==> config.mk <==
export PLATFORM = sky130hd
export DESIGN_NAME = ej5_bcd_multiplier
export DESIGN_NICKNAME = d
export VERILOG_FILES = /design/src/rtl/ej5_bcd_multiplier.sv
export SDC_FILE = /design/constraint.sdc
export NUM_CORES = 1
export LEC_CHECK = 0
export BUFFER_PORTS_ARGS = -buffer_cell sky130_fd_sc_hd__buf_2
export CAP_MARGIN = 20
export CELL_PAD_IN_SITES_DETAIL_PLACEMENT = 1
export CELL_PAD_IN_SITES_GLOBAL_PLACEMENT = 1
export CORE_UTILIZATION = 44
export DETAILED_ROUTE_END_ITERATION = 7
export HOLD_SLACK_MARGIN = 0.12
export PLACE_DENSITY = 0.8
export SLEW_MARGIN = 20
export SYNTH_ARGS = -nofsm -noshare
export SYNTH_HDL_FRONTEND = slang
export SYNTH_SLANG_ARGS = --single-unit
export TNS_END_PERCENT = 10
==> constraint.sdc <==
create_clock -name clk -period 10.99 [get_ports clk]
set_input_delay 2.7475 -clock clk [delete_from_list [all_inputs] [get_ports clk]]
set_output_delay 2.7475 -clock clk [all_outputs]
set_load 0.02 [all_outputs]
==> src/rtl/ej5_bcd_multiplier.sv <==
// Single-digit BCD multiplier: two BCD digits in, packed two-digit BCD product out.
// Registered outputs, one-cycle latency, one product per clock.
module ej5_bcd_multiplier (
  input  logic       clk,
  input  logic       rst,
  input  logic       in_valid,
  input  logic [3:0] x1,
  input  logic [3:0] x2,
  output logic [7:0] y,
  output logic       out_valid,
  output logic       err
);

  logic        illegal;
  logic [7:0]  prod_bin;
  logic [11:0] bcd;
  logic [7:0]  y_d;

  logic [7:0]  y_q;
  logic        valid_q;
  logic        err_q;

  // Double-dabble on the binary product. The hundreds nibble only matters for
  // out-of-range digits, whose result is forced to zero anyway.
  always_comb begin
    illegal  = (x1 > 4'd9) || (x2 > 4'd9);
    prod_bin = {4'b0000, x1} * {4'b0000, x2};
    bcd      = 12'h000;
    for (int i = 7; i >= 0; i--) begin
      if (bcd[3:0] >= 4'd5)  bcd[3:0]  = bcd[3:0]  + 4'd3;
      if (bcd[7:4] >= 4'd5)  bcd[7:4]  = bcd[7:4]  + 4'd3;
      if (bcd[11:8] >= 4'd5) bcd[11:8] = bcd[11:8] + 4'd3;
      bcd = {bcd[10:0], prod_bin[i]};
    end
    y_d = illegal ? 8'h00 : bcd[7:0];
  end

  always_ff @(posedge clk) begin
    if (rst) begin
      y_q     <= 8'h00;
      valid_q <= 1'b0;
      err_q   <= 1'b0;
    end else if (in_valid) begin
      y_q     <= y_d;
      valid_q <= 1'b1;
      err_q   <= illegal;
    end else begin
      valid_q <= 1'b0;
    end
  end

  assign y         = y_q;
  assign out_valid = valid_q;
  assign err       = err_q;

endmodule

==> flow_summary_export.csv <==
group,metric,value,unit
outcome,outcome,"finished, final reports clean",
clock_network,cts_setup_buffers,0,
synth,synth_edf_count,0,
clock_network,clock_latency,230,ps
drt,first_pass_iters,4,
synth,yosys.area.top_type,"ha_1",
placed_design,gp_congestion,0.745,
synth,yosysSeqAreaShare,11.3,%
clock_network,cts_tree,"yes",
critical_path,cp_max_fo,5,
hold_path,hold_path_class,"register to register",
layout,drive_gt1_share,22.3,%
synth,synthDominantCellAreaShare,17.7,%
timing,hold_viol,0,
synth,synth_area_leaders,"ha_1 (18%), dfxtp_1 (11%), and2_1 (5.3%)",
global_routing,grt_remaining_overflow,0,
placed_design,portBuffers,20,
timing,finalSetupTns,0,ps
clock_network,cts_sinks,10,
layout,antenna_cells,0,
global_routing,grt_pass1_wl,7.04,mm
clock_network,postCtsHoldBufs,0,
drt,drt_iter0_markers,82,
synth,synthFlopType,"dfxtp_1",
critical_path,critPathMaxStageDelay,570,ps
global_routing,grt_max_degree,14,
synth,yosys_warnings,0,
drt,wirelength,3.77,mm
timing,slew_violations,0,
placed_design,place_ws,387,ps
layout,syn2layout_area_growth,11.2,%
synth,syn_nets,252,
clock_network,h-tree-depth,1,
synth,syn_area,0.00177,sq mm
synth,async_flop_share,0,%
die,die_x,65.3,microns
drt,wl_per_cell,13.4,microns
global_routing,antenna_found_initial,0,
pwr,peakVddDrop,123,uV
timing,setup_violations,0,
timing,fin_ws,787,ps
critical_path,cp_slowest_cell,"fa_1",
die,design.core.area,0.00374,sq mm
critical_path,critPathRequiredTime,11110,ps
clock_network,clockBufferDepth,2,
pwr,power_density,247,mW/mm^2
clock_network,numCtsBuffers,3,
timing,relSlewSlack,53.3,%
synth,avgSynthCellArea,8.33,sq um
critical_path,endpoint_kind,"register",
die,dieArea,0.00427,sq mm
global_routing,grt_usage,20.3,%
timing,rsz0062_at_grt,"false",
synth,synth_seq_cells,10,
clock_network,path_clk_slew,50,ps
timing,fin_crit,10200,ps
drt,via_count,1585,
pwr,p_leak,0.933,nW
flow_run,drv_cap,0,
die,io_pins,21,
clock_network,clockRootBuffer,"clkbuf_8",
die,rows,22,
layout,fin_nets,275,
timing,timing.fmax,98.0,MHz
global_routing,grt_pass1_vias,1656,
synth,ys_types,63,
timing,fin_crit_sh,92.8,%
clock_network,post_cts_resize_count,0,
drt,postRouteAntennaNets,0,
die,fp.dieH,65.3,microns
timing,worst_slew_pin_slew,695,ps
die,initial_core_util,47.2,%
timing,fin_skew,0,ps
placed_design,dpl.hpwl,3.15,mm
critical_path,criticalPathCategory,"input pin to register",
synth,syn_inst,212,
drt,via_per_inst,5.64,
critical_path,arrival,10320,ps
drt,route.detailed.drc,0,
critical_path,cp-start-kind,"input pin",
[cell usage in the layout (no fill, tap or decap), types with 6 or more instances in the layout]
cell and count:
and2_1 15, o211ai_1 7, nand2_1 16, a21oi_1 6
nand2b_1 7, nor2b_1 7, buf_2 20, dfxtp_1 10
nor2_1 19, ha_1 25, inv_1 19
[power by group]
group / switching [W] / internal, W / total, W
Combinational: 0.000234 / 0.000166 / 0.000400
Clock: 0.0000135 / 0.0000239 / 0.0000374
Sequential: 0.00000332 / 0.0000441 / 0.0000475
[cells in the mapped netlist, drive strengths merged, types with 2 or more instances]
| library cell | number |
|---|---|
| ha | 25 |
| inv | 22 |
| nor2 | 19 |
| nand2 | 17 |
| and2 | 15 |
| dfxtp | 10 |
| o211ai | 10 |
| a21oi | 7 |
| nand2b | 7 |
| nor2b | 7 |
| o21ai | 6 |
| xnor2 | 6 |
| mux2 | 5 |
| a31oi | 4 |
| fa | 4 |
| mux2i | 4 |
| nor3 | 4 |
| a21boi | 3 |
| a21o | 3 |
| a2111oi | 2 |
| a211oi | 2 |
| and3 | 2 |
| nand3 | 2 |
| o2111ai | 2 |
| o2bb2ai | 2 |
| o311ai | 2 |
| or2 | 2 |
[area by class of cell]
type                            instances  area, sq um
Multi-Input combinational cell        178         1480
Fill cell                             494         1780
Tap cell                               48         60.1
Inverter                               22         82.6
Timing Repair Buffer                   20          100
Clock buffer                            3         41.3
Sequential cell                        10          200
[cell families after synthesis]
logic type,Yosys count,share of synthesized area (%)
buffers and inverters,24,5.53
muxes,9,6.31
and+or+nand+nor,84,26.4
adders and majority gates,29,22.3
DFF,10,11.3
AOI/OAI and AO/OA,49,24.2
xor gates and xnor gates,7,3.90
[final timing paths]
kind / endpoint / startpoint / slack [ps] / cells after the start
setup / recovery: y[2] / x2[3] / 790 / 35
hold / removal: y[7] / y[7] / 450 / 2
setup reg to reg: y[2] / y[2] / 10180 / 2
hold reg to reg: y[7] / y[7] / 450 / 2
[worst max-delay path: cells and delay by family]
kind | cells | cell delay (ps)
adders and majority gates | 8 | 2830
and+or+nand+nor | 10 | 1440
AOI/OAI and AO/OA | 6 | 1450
xor gates and xnor gates | 5 | 1200
buffers and inverters | 5 | 510
muxes | 1 | 140
[metal layers]
| metal | track usage, % | wire length [microns] | vias up |
|---|---|---|---|
| met2 | 36.0 | 1780 | 22 |
| met3 | 2.60 | 74 | 2 |
| met5 | 0 | 0 | - |
| met1 | 26.7 | 1900 | 760 |
| met4 | 2.45 | 17 | 0 |
| li1 | - | - | 801 |
[state kept, by name (all words and copies together), names as in the netlist]
register and cells:
err 1, out_valid 1, y 8
[through the flow]
step                      power [W]  hold slack (ps)  util, %  std cells  cell area [sq um]
after floorplan            0.000369              534        -        212               1770
after global placement     0.000432              445     51.0        278               1910
after detailed placement   0.000442              449     51.0        278               1910
after CTS                  0.000484              458     52.1        281               1950
after global routing       0.000542              480     52.4        281               1960
final                      0.000485              447     52.4        281               1960
Note: power is estimated with default switching activity, not from simulation.
